<file path="src/rtl/tpu_pkg.sv">
// Shared types for the systolic-array output path: column width, collector
// FSM states and the packed {col2, col1} row layout.
package tpu_pkg;

    localparam int DATA_W = 16;

    typedef enum logic [1:0] {
        ST_IDLE    = 2'd0,
        ST_COLLECT = 2'd1,
        ST_DRAIN   = 2'd2
    } collector_state_e;

    typedef struct packed {
        logic [DATA_W-1:0] col2;
        logic [DATA_W-1:0] col1;
    } row_t;

endpackage

</file>
<file path="src/rtl/sys_row_fifo.sv">
// Synchronous show-ahead FIFO for de-skewed rows: head_data is the oldest entry
// whenever empty is low. Pointers carry one extra wrap bit to separate full from empty.
module sys_row_fifo
    import tpu_pkg::*;
#(
    parameter int WIDTH = 2 * DATA_W,
    parameter int DEPTH = 4
) (
    input  logic                     clk,
    input  logic                     rst,
    input  logic                     push,
    input  logic [WIDTH-1:0]         push_data,
    input  logic                     pop,
    output logic [WIDTH-1:0]         head_data,
    output logic                     full,
    output logic                     empty,
    output logic [$clog2(DEPTH):0]   level
);

    localparam int AW = $clog2(DEPTH);
    localparam logic [AW:0] PTR_ONE = {{AW{1'b0}}, 1'b1};

    logic [AW:0]      wr_ptr_q, wr_ptr_d;
    logic [AW:0]      rd_ptr_q, rd_ptr_d;
    logic [WIDTH-1:0] mem_q [DEPTH];
    logic [WIDTH-1:0] mem_d [DEPTH];
    logic             do_push;
    logic             do_pop;

    assign empty     = (wr_ptr_q == rd_ptr_q);
    assign full      = (wr_ptr_q[AW] != rd_ptr_q[AW]) &&
                       (wr_ptr_q[AW-1:0] == rd_ptr_q[AW-1:0]);
    assign level     = wr_ptr_q - rd_ptr_q;
    assign head_data = mem_q[rd_ptr_q[AW-1:0]];

    // A push into a full FIFO still lands when the head leaves in the same cycle.
    always_comb begin
        do_pop   = pop & ~empty;
        do_push  = push & (~full | do_pop);
        mem_d    = mem_q;
        wr_ptr_d = wr_ptr_q;
        rd_ptr_d = rd_ptr_q;
        if (do_push) begin
            mem_d[wr_ptr_q[AW-1:0]] = push_data;
            wr_ptr_d                = wr_ptr_q + PTR_ONE;
        end else begin
            wr_ptr_d = wr_ptr_q;
        end
        if (do_pop) begin
            rd_ptr_d = rd_ptr_q + PTR_ONE;
        end else begin
            rd_ptr_d = rd_ptr_q;
        end
    end

    // Storage and pointer registers; reset empties the FIFO and clears storage.
    always_ff @(posedge clk or posedge rst) begin
        if (rst) begin
            wr_ptr_q <= {(AW+1){1'b0}};
            rd_ptr_q <= {(AW+1){1'b0}};
            for (int i = 0; i < DEPTH; i++) begin
                mem_q[i] <= {WIDTH{1'b0}};
            end
        end else begin
            wr_ptr_q <= wr_ptr_d;
            rd_ptr_q <= rd_ptr_d;
            mem_q    <= mem_d;
        end
    end

endmodule

</file>
<file path="src/rtl/sys_output_collector.sv">
// De-skews the two bottom-row systolic column outputs into rows, buffers them and
// reports job completion. Define SYS_COLLECTOR_RELU_EN to zero negative column values.
module sys_output_collector
    import tpu_pkg::*;
#(
    parameter int DATA_W     = tpu_pkg::DATA_W,
    parameter int FIFO_DEPTH = 4,
    parameter int ROWS_W     = 16
) (
    input  logic                  clk,
    input  logic                  rst,
    input  logic [DATA_W-1:0]     col_data_in_1,
    input  logic                  col_valid_in_1,
    input  logic [DATA_W-1:0]     col_data_in_2,
    input  logic                  col_valid_in_2,
    input  logic [1:0]            col_mask_in,
    input  logic [ROWS_W-1:0]     expected_rows_in,
    input  logic                  start_in,
    output logic [2*DATA_W-1:0]   out_row_data,
    output logic                  out_row_valid,
    input  logic                  out_row_ready,
    output logic                  busy,
    output logic                  done,
    output logic                  overflow,
    output logic                  proto_err
);

    localparam int ROW_W = 2 * DATA_W;
    localparam int LVL_W = $clog2(FIFO_DEPTH) + 1;
    localparam logic [ROWS_W-1:0] CNT_ONE = {{(ROWS_W-1){1'b0}}, 1'b1};
    localparam logic [LVL_W-1:0]  LVL_ONE = {{(LVL_W-1){1'b0}}, 1'b1};

    collector_state_e   state_q, state_d;
    logic [ROWS_W-1:0]  expected_q, expected_d;
    logic [ROWS_W-1:0]  row_cnt_q, row_cnt_d;
    logic [1:0]         mask_q, mask_d;
    logic [DATA_W-1:0]  skew_q, skew_d;
    logic               pending_q, pending_d;
    logic               overflow_q, overflow_d;
    logic               proto_err_q, proto_err_d;
    logic               done_q, done_d;
    logic               busy_q, busy_d;

    logic               push;
    logic [ROW_W-1:0]   push_row;
    logic               proto_hit;
    logic               pop;
    logic               drop;
    logic               fifo_full;
    logic               fifo_empty;
    logic [LVL_W-1:0]   fifo_level;
    logic [ROW_W-1:0]   fifo_head;

    function automatic logic [DATA_W-1:0] col_filter(input logic [DATA_W-1:0] v);
`ifdef SYS_COLLECTOR_RELU_EN
        if (v[DATA_W-1]) begin
            col_filter = {DATA_W{1'b0}};
        end else begin
            col_filter = v;
        end
`else
        col_filter = v;
`endif
    endfunction

    assign pop  = ~fifo_empty & out_row_ready;
    assign drop = push & fifo_full & ~pop;

    // Column de-skew: column 1 waits in the skew register until column 2 of the same row.
    always_comb begin
        push      = 1'b0;
        push_row  = {ROW_W{1'b0}};
        proto_hit = 1'b0;
        skew_d    = skew_q;
        pending_d = pending_q;
        if (state_q == ST_COLLECT) begin
            case (mask_q)
                2'b11: begin
                    if (col_valid_in_2) begin
                        if (pending_q) begin
                            push      = 1'b1;
                            push_row  = {col_filter(col_data_in_2), col_filter(skew_q)};
                            pending_d = 1'b0;
                        end else begin
                            proto_hit = 1'b1;
                        end
                    end else begin
                        pending_d = pending_q;
                    end
                    // A same-cycle column 1 starts the next row and keeps pending set.
                    if (col_valid_in_1) begin
                        skew_d    = col_data_in_1;
                        pending_d = 1'b1;
                    end else begin
                        skew_d = skew_q;
                    end
                end
                2'b01: begin
                    if (col_valid_in_1) begin
                        push     = 1'b1;
                        push_row = {{DATA_W{1'b0}}, col_filter(col_data_in_1)};
                    end else begin
                        push = 1'b0;
                    end
                end
                default: begin
                    push = 1'b0;
                end
            endcase
        end else begin
            pending_d = 1'b0;
        end
    end

    // Job FSM: arm on start, count row pushes, end once the FIFO has fully drained.
    always_comb begin
        state_d     = state_q;
        expected_d  = expected_q;
        mask_d      = mask_q;
        row_cnt_d   = row_cnt_q;
        overflow_d  = overflow_q;
        proto_err_d = proto_err_q;
        done_d      = 1'b0;
        case (state_q)
            ST_IDLE: begin
                if (start_in) begin
                    expected_d  = expected_rows_in;
                    mask_d      = col_mask_in;
                    row_cnt_d   = {ROWS_W{1'b0}};
                    overflow_d  = 1'b0;
                    proto_err_d = 1'b0;
                    if (expected_rows_in == {ROWS_W{1'b0}}) begin
                        state_d = ST_DRAIN;
                    end else begin
                        state_d = ST_COLLECT;
                    end
                end else begin
                    state_d = ST_IDLE;
                end
            end
            ST_COLLECT: begin
                if (push) begin
                    row_cnt_d = row_cnt_q + CNT_ONE;
                end else begin
                    row_cnt_d = row_cnt_q;
                end
                if (drop) begin
                    overflow_d = 1'b1;
                end else begin
                    overflow_d = overflow_q;
                end
                if (proto_hit) begin
                    proto_err_d = 1'b1;
                end else begin
                    proto_err_d = proto_err_q;
                end
                if (row_cnt_d == expected_q) begin
                    state_d = ST_DRAIN;
                end else begin
                    state_d = ST_COLLECT;
                end
            end
            ST_DRAIN: begin
                // Nothing is pushed here, so the FIFO empties when its last row pops.
                if ((fifo_level == {LVL_W{1'b0}}) || ((fifo_level == LVL_ONE) && pop)) begin
                    done_d  = 1'b1;
                    state_d = ST_IDLE;
                end else begin
                    state_d = ST_DRAIN;
                end
            end
            default: begin
                state_d = ST_IDLE;
            end
        endcase
        busy_d = (state_d != ST_IDLE);
    end

    // Control and status registers.
    always_ff @(posedge clk or posedge rst) begin
        if (rst) begin
            state_q     <= ST_IDLE;
            expected_q  <= {ROWS_W{1'b0}};
            mask_q      <= 2'b00;
            row_cnt_q   <= {ROWS_W{1'b0}};
            skew_q      <= {DATA_W{1'b0}};
            pending_q   <= 1'b0;
            overflow_q  <= 1'b0;
            proto_err_q <= 1'b0;
            done_q      <= 1'b0;
            busy_q      <= 1'b0;
        end else begin
            state_q     <= state_d;
            expected_q  <= expected_d;
            mask_q      <= mask_d;
            row_cnt_q   <= row_cnt_d;
            skew_q      <= skew_d;
            pending_q   <= pending_d;
            overflow_q  <= overflow_d;
            proto_err_q <= proto_err_d;
            done_q      <= done_d;
            busy_q      <= busy_d;
        end
    end

    sys_row_fifo #(
        .WIDTH (ROW_W),
        .DEPTH (FIFO_DEPTH)
    ) u_row_fifo (
        .clk       (clk),
        .rst       (rst),
        .push      (push),
        .push_data (push_row),
        .pop       (pop),
        .head_data (fifo_head),
        .full      (fifo_full),
        .empty     (fifo_empty),
        .level     (fifo_level)
    );

    assign out_row_data  = fifo_head;
    assign out_row_valid = ~fifo_empty;
    assign busy          = busy_q;
    assign done          = done_q;
    assign overflow      = overflow_q;
    assign proto_err     = proto_err_q;

endmodule

</file>
<file path="config.mk">
export PLATFORM = sky130hd
export DESIGN_NAME = sys_output_collector
export DESIGN_NICKNAME = d
export VERILOG_FILES = /design/src/rtl/tpu_pkg.sv /design/src/rtl/sys_row_fifo.sv /design/src/rtl/sys_output_collector.sv
export SDC_FILE = /design/constraint.sdc
export NUM_CORES = 1
export LEC_CHECK = 0
export BUFFER_PORTS_ARGS = -buffer_cell sky130_fd_sc_hd__buf_2
export CAP_MARGIN = 25
export CELL_PAD_IN_SITES_DETAIL_PLACEMENT = 0
export CELL_PAD_IN_SITES_GLOBAL_PLACEMENT = 1
export CORE_MARGIN = 4
export CORE_UTILIZATION = 35
export DETAILED_ROUTE_END_ITERATION = 8
export PLACE_DENSITY = 0.63
export SLEW_MARGIN = 10
export SYNTH_ARGS = -nofsm -noshare
export SYNTH_HDL_FRONTEND = slang
export SYNTH_SLANG_ARGS = --single-unit
export TNS_END_PERCENT = 10
</file>
<file path="constraint.sdc">
create_clock -name clk -period 6.4 [get_ports clk]
set_input_delay 0.64 -clock clk [delete_from_list [all_inputs] [get_ports clk]]
set_output_delay 0.64 -clock clk [all_outputs]
set_load 0.05 [all_outputs]
</file>
=== After elaboration in Yosys (flattened, before gate mapping) ===
Index checks and enable logic that the tools add are counted.

* Register bits: 191
* Input port bits: 56
* Output and inout bits: 37
* Word-level logic and storage cells: 103

* Add/subtract/negate cells: 4
* Order comparisons: 3
* Equality and inequality tests: 14
* Mux-type cells: 40
* Bitwise gates (word level): 11
* Reduce and logical (&&, ||, !) cells: 15

{| class="wikitable"
|+ Operators with widths
! operator !! count
|-
| $mux W32 || 6
|-
| $bwmux W128 || 1
|-
| $bmux W32 S2 || 1
|-
| $demux W32 S2 || 1
|-
| $mux W16 || 4
|-
| $pmux W32 S2 || 1
|-
| $pmux W16 S2 || 1
|-
| $mux W1 || 17
|-
| $add A16 B1 Y16 const B || 1
|-
| $eq A16 B16 Y1 || 1
|-
| $logic_not A16 Y1 || 1
|-
| $reduce_and A3 Y1 || 3
|-
| $mux W2 || 4
|-
| $add A3 B1 Y3 const B || 2
|-
| $ge A3 B3 Y1 const B || 2
|-
| $ne A2 B2 Y1 const B || 3
|-
| $not A2 Y3 || 2
|-
| $pmux W1 S2 || 3
|-
| $pmux W2 S3 || 1
|-
| $reduce_and A2 Y1 || 3
|-
| $and A1 B1 Y1 || 5
|-
| $eq A2 B1 Y1 const B || 2
|-
| $eq A2 B2 Y1 const B || 2
|-
| $reduce_bool A2 Y1 || 2
|-
| other kinds (14) || 18
|}

=== Longest topological paths before layout ===
* Depth in word-level cells: 10
* Gate-level depth with buffers: 12
* Gate-level depth less buffers: 9

=== By module ===
Synthesis repeated with hierarchy kept, for this count alone.

* Cell total of the unflattened synthesis: 698
* Area, all modules: 9,781.9 µm²

{| class="wikitable"
|+ By module, submodules not included
! module !! instances !! cells each !! area an instance (µm²) !! sequential area each (µm²)
|-
| sys_row_fifo || 1 || 354 || 6,438.7 || 3,353.2
|-
| sys_output_collector || 1 || 344 || 3,343.2 || 1,426.4
|}

=== Worst setup path after synthesis ===
Ideal clock, no wire load.

* Path type: flip-flop to flip-flop
* Start point: register u_row_fifo.rd_ptr_q[1]
* End point: register u_row_fifo.mem_q[26] (netlist bit)
* Library setup time: 0.132 ns
* Arrival: 2.488 ns
* Required time: 6.268 ns
* Path slack: 3.780 ns
* Cell stages (with the launch flop): 12
* Buffers on the path: 4
* Clock period less this slack: 2.620 ns
* Path through: dfrtp_1 clkbuf_1 clkbuf_1 inv_1 ha_1 nand2_1 nor3_1 nor2_1 nand2_1 clkbuf_1 clkbuf_1 o21ai_0

* Longest elaborated chain between the ends: 6
* Elaborated cells on any way between the ends: 9
* Those cells by class: 2 x eq/ne; 6 x bitwise; 1 x reduce/logical

{| class="wikitable"
|+ Ends and longest elaborated chain
! what !! RTL line !! RTL
|-
| start: declaration || sys_row_fifo.sv:24 || <nowiki>logic [AW:0] rd_ptr_q, rd_ptr_d;</nowiki>
|-
| start signal: assignment || sys_row_fifo.sv:60 || <nowiki>rd_ptr_q <= {(AW+1){1'b0}};</nowiki>
|-
| start signal: assignment || sys_row_fifo.sv:66 || <nowiki>rd_ptr_q <= rd_ptr_d;</nowiki>
|-
| $eq A3 B3 Y1 || sys_row_fifo.sv:30 || <nowiki>assign empty = (wr_ptr_q == rd_ptr_q);</nowiki>
|-
| $not A1 Y1 || sys_row_fifo.sv:38, sys_output_collector.sv:66 ||
|-
| $and A1 B1 Y1 || sys_output_collector.sv:66 || <nowiki>assign pop = ~fifo_empty & out_row_ready;</nowiki>
|-
| $and A1 B1 Y1 || sys_row_fifo.sv:38 || <nowiki>do_pop = pop & ~empty;</nowiki>
|-
| $or A1 B1 Y1 * || sys_row_fifo.sv:39 || <nowiki>do_push = push & (~full | do_pop);</nowiki>
|-
| $and A1 B1 Y1 * || sys_row_fifo.sv:39 ||
|-
| end signal: indexed assignment || sys_row_fifo.sv:62 || <nowiki>mem_q[i] <= {WIDTH{1'b0}};</nowiki>
|-
| end signal: assignment || sys_row_fifo.sv:67 || <nowiki>mem_q <= mem_d;</nowiki>
|-
| end: declaration || sys_row_fifo.sv:25 || <nowiki>logic [WIDTH-1:0] mem_q [DEPTH];</nowiki>
|}

Mark *: on every way between the ends. The rest lies on a longest branch, timed or not.
A chain may end at the register's enable or synchronous reset.

=== Final worst setup path ===
* Start point: register mask_q[1]
* End point: register u_row_fifo.mem_q[32] (netlist bit)

* Longest elaborated chain between the ends: 4
* Elaborated cells on any way between the ends: 8
* Those cells by class: 2 x eq/ne; 5 x mux; 1 x bitwise

{| class="wikitable"
|+ Ends and longest elaborated chain
! what !! RTL line !! RTL
|-
| start: declaration || sys_output_collector.sv:36 || <nowiki>logic [1:0] mask_q, mask_d;</nowiki>
|-
| start signal: assignment || sys_output_collector.sv:195 || <nowiki>mask_q <= mask_d;</nowiki>
|-
| $eq A2 B1 Y1 / $eq A2 B2 Y1 (equally long branches) || sys_output_collector.sv:77 || <nowiki>case (mask_q)</nowiki>
|-
| $pmux W32 S2 / $pmux W1 S2 (equally long branches) || sys_output_collector.sv:77 ||
|-
| $mux W32 / $mux W1 (equally long branches) || sys_output_collector.sv:76 || <nowiki>if (state_q == ST_COLLECT) begin</nowiki>
|-
| $bwmux W128 / $and A1 B1 Y1 (equally long branches) || sys_row_fifo.sv:44, sys_row_fifo.sv:39 ||
|}

Parallel ways exist; a longest one is shown, timed or not.

==> impl_metrics.toml <==
[job]
max_cap_viol_count = 0

[yosys]
synth-compound-area-share_pct = 9.175
synthArstFlopShare_pct = 100.0
synth_edf_count = 0
ys_types = 50
synth_adder_area_share_pct = 1.466
synth_seq_cells = 191
yosys-mux-area-fraction_pct = 21.37
synth_xor_area_share_pct = 2.664
yosysSeqAreaShare_pct = 53.84
syn_inst = 735
syn_area_per_cell_um2 = 12.08
synth_ff_type = "dfrtp_1"
synthesis.nets = 800
yosysWarnings = 0
synthSimpleGateAreaFrac_pct = 8.823
syn-cell-area_um2 = 8877
synth_top_family_by_area = "multiplexers"

[power]
ir_drop_uv = 180.1
pwr_density_cell_nw_per_um2 = 407.2
p_leak_nw = 4.631
total_power_mw = 4.160

[global_route]
grt_remaining_overflow = 0
grt_pass1_vias = 6043
antenna_found_initial = 0
groute.usage.overall_pct = 15.25
grt_max_degree = 129
grt_pass1_wl_um = 34110

[detailed_routing]
num_vias = 5772
route.antenna.remaining_nets = 0
routedWlPerCell_um = 17.82
vias_per_cell = 5.015
firstDrtPassIters = 4
drtIter0Drc = 369
post-route-drc-count = 0
finalWirelength_um = 20510

[clock_tree]
cts.path.max_buffers = 2
clock-sinks = 191
cts_buffers = 17
cts-root-buf = "clkbuf_16"
clk_pin_slew_ns = 0.07
cts_resized = 0
post-cts-setup-buffers = 0
cts_tree = "built"
clock_latency_ns = 0.43
cts_max_level = 4
hold_buffers = 0

[run_status]
outcome = "complete, no violations"

[sta]
rsz0062_at_grt = "false"
finalHoldViolCount = 0
maxSlewViolCount = 0
finalSetupViolations = 0
worst_slack_ns = 2.923
skew_ns = 0.01379
max-slew-margin-rel_pct = 33.37
worst_pin_slew_ns = 0.9959
clock.fmax_mhz = 287.6
tns_ns = 0
fin_crit_sh_pct = 54.33
period_minus_slack_ns = 3.477

[placed_design]
post-place-ws_ns = 2.625
io_buffers = 92
gp_congestion = 0.7370
dp.cells = 1116
dp_hpwl_um = 13500

[setup_path]
cp-start-kind = "flip-flop"
path_delay_family = "simple AND/OR/NAND/NOR gates"
crit_path_top_delay_cell = "and3b_1"
timing.rr.start = "mask_q[1]"
path_cells = "and3b_1 > o21ai_2 > nor2_1 > nand2_2 > mux2_2"
crit_required_ns = 6.71
startpoint = "mask_q[1]"
setup.worst_path.end_class = "flip-flop"
crit_buf_inv = 0
crit_arrival_ns = 3.78
crit_type = "flip-flop to flip-flop"
critical_path_peak_fanout = 48
slowest_delay_ns = 0.79

[floorplan]
io_pins = 93
die_h_um = 167.3
core_area_um2 = 25040
dieArea_um2 = 27980
num_rows = 58
dieWidth_um = 167.3
initial_core_util_pct = 35.46

[cells_and_area]
fill_cells = 2455
multi_input_area_um2 = 3876
area_growth_pct = 15.08
finalNonFillerCells = 1151
fin_nets = 873
regArea_um2 = 4781
utilization_pct = 40.80
n_antenna_cell = 0
drive_gt1_share_pct = 33.25

[worst_hold_path]
hold_class = "input pin to async pin"
metrics by stage:
stage / hold WS, ns / cell area (µm²)
after floorplan: 0.4446 / 8877
after global placement: 0.4566 / 9624
after detailed placement: 0.4646 / 9624
after CTS: 0.4181 / 10150
after global routing: 0.4269 / 10220
final: 0.3118 / 10220
worst reg2reg max path, stage by stage (launching register included):
cell,delay [ns]
dfrtp_1,0.44
and3b_1,0.79
o21ai_2,0.33
nor2_1,0.55
nand2_2,0.71
mux2_2,0.53
placed cells by master (no fill, tap or decap), types with 5 or more instances in the layout:
cell type	netlist	layout
dfrtp_1	191	190
mux2_2	100	100
nand2_1	101	97
buf_2	6	92
o21ai_0	80	80
mux4_2	32	32
nor2_1	29	29
clkbuf_16	0	17
a22oi_1	16	16
xnor2_1	15	15
xor2_1	12	12
a21oi_1	11	11
nand3_1	9	9
inv_1	9	8
ha_1	8	8
buf_4	0	7
o211ai_1	6	6
nand4_1	5	5
mux2i_1	5	5
nor4_1	5	5
clkinvlp_4	0	5
registers in the layout, indices dropped and copies added (netlist names):
signal	cells
expected_q	16
done	1
u_row_fifo.mem_q	128
busy	1
proto_err	1
skew_q	16
state_q	2
u_row_fifo.wr_ptr_q	3
mask_q	2
pending_q	1
u_row_fifo.rd_ptr_q	3
row_cnt_q	16
overflow	1
path summary, 6_finish.rpt:
| kind | end | cells past startpoint | slack, ns |
|---|---|---|---|
| min in group clk | mask_q[1] | 2 | 0.44 |
| max reg2reg | u_row_fifo.mem_q[32] | 5 | 2.92 |
| min | busy | 2 | 0.31 |
| max in group asynchronous | u_row_fifo.mem_q[52] | 3 | 4.60 |
| min reg2reg | u_row_fifo.mem_q[60] | 2 | 0.48 |
| max | u_row_fifo.mem_q[32] | 5 | 2.92 |
logic make-up after synthesis:
group | Yosys count
adders and majority gates | 10
and+or+nand+nor | 176
xor gates and xnor gates | 27
buffers and inverters | 57
muxes | 137
DFF | 191
AOI/OAI and AO/OA | 137
metal layers:
| layer | vias to the layer above | track usage (%) | routed length (µm) |
|---|---|---|---|
| met1 | 2886 | 21.75 | 10070 |
| met5 | - | 0 | 0 |
| li1 | 2793 | - | - |
| met3 | 4 | 3.612 | 744 |
| met2 | 89 | 24.04 | 9585 |
| met4 | 0 | 3.176 | 108 |
report_power, final:
part	internal, mW	switching (mW)
Sequential	1.53	0.206
Clock	0.500	0.482
Combinational	0.606	0.837
cell type report:
class,count,share of cell area [%]
flip-flops and latches,191,46.80
clock inverters,12,0.8573
inverters,9,0.4042
clock buffers,20,4.274
multi-input cells,487,37.94
repair buffers,102,5.683
well taps,330,4.042
synthesized netlist by cell type, types with 3 or more instances:
| cell type | n | share of area, % |
|---|---|---|
| a21oi_1 | 11 | 0.62 |
| a22oi_1 | 16 | 1.4 |
| a31oi_1 | 4 | 0.28 |
| and3_1 | 3 | 0.21 |
| and4_1 | 4 | 0.39 |
| buf_1 | 5 | 0.21 |
| buf_2 | 6 | 0.34 |
| clkbuf_1 | 35 | 1.5 |
| dfrtp_1 | 191 | 54 |
| ha_1 | 8 | 1.1 |
| inv_1 | 9 | 0.38 |
| mux2_2 | 100 | 13 |
| mux2i_1 | 5 | 0.56 |
| mux4_2 | 32 | 8.1 |
| nand2_1 | 101 | 4.3 |
| nand2b_1 | 3 | 0.21 |
| nand3_1 | 9 | 0.51 |
| nand3b_1 | 3 | 0.25 |
| nand4_1 | 5 | 0.35 |
| nor2_1 | 29 | 1.2 |
| nor3_1 | 4 | 0.23 |
| nor4_1 | 5 | 0.35 |
| o2111ai_1 | 3 | 0.30 |
| o211ai_1 | 6 | 0.51 |
| o21a_1 | 4 | 0.34 |
| o21ai_0 | 80 | 4.5 |
| xnor2_1 | 15 | 1.5 |
| xor2_1 | 12 | 1.2 |
No activity file was read; power rests on OpenSTA's default activity.
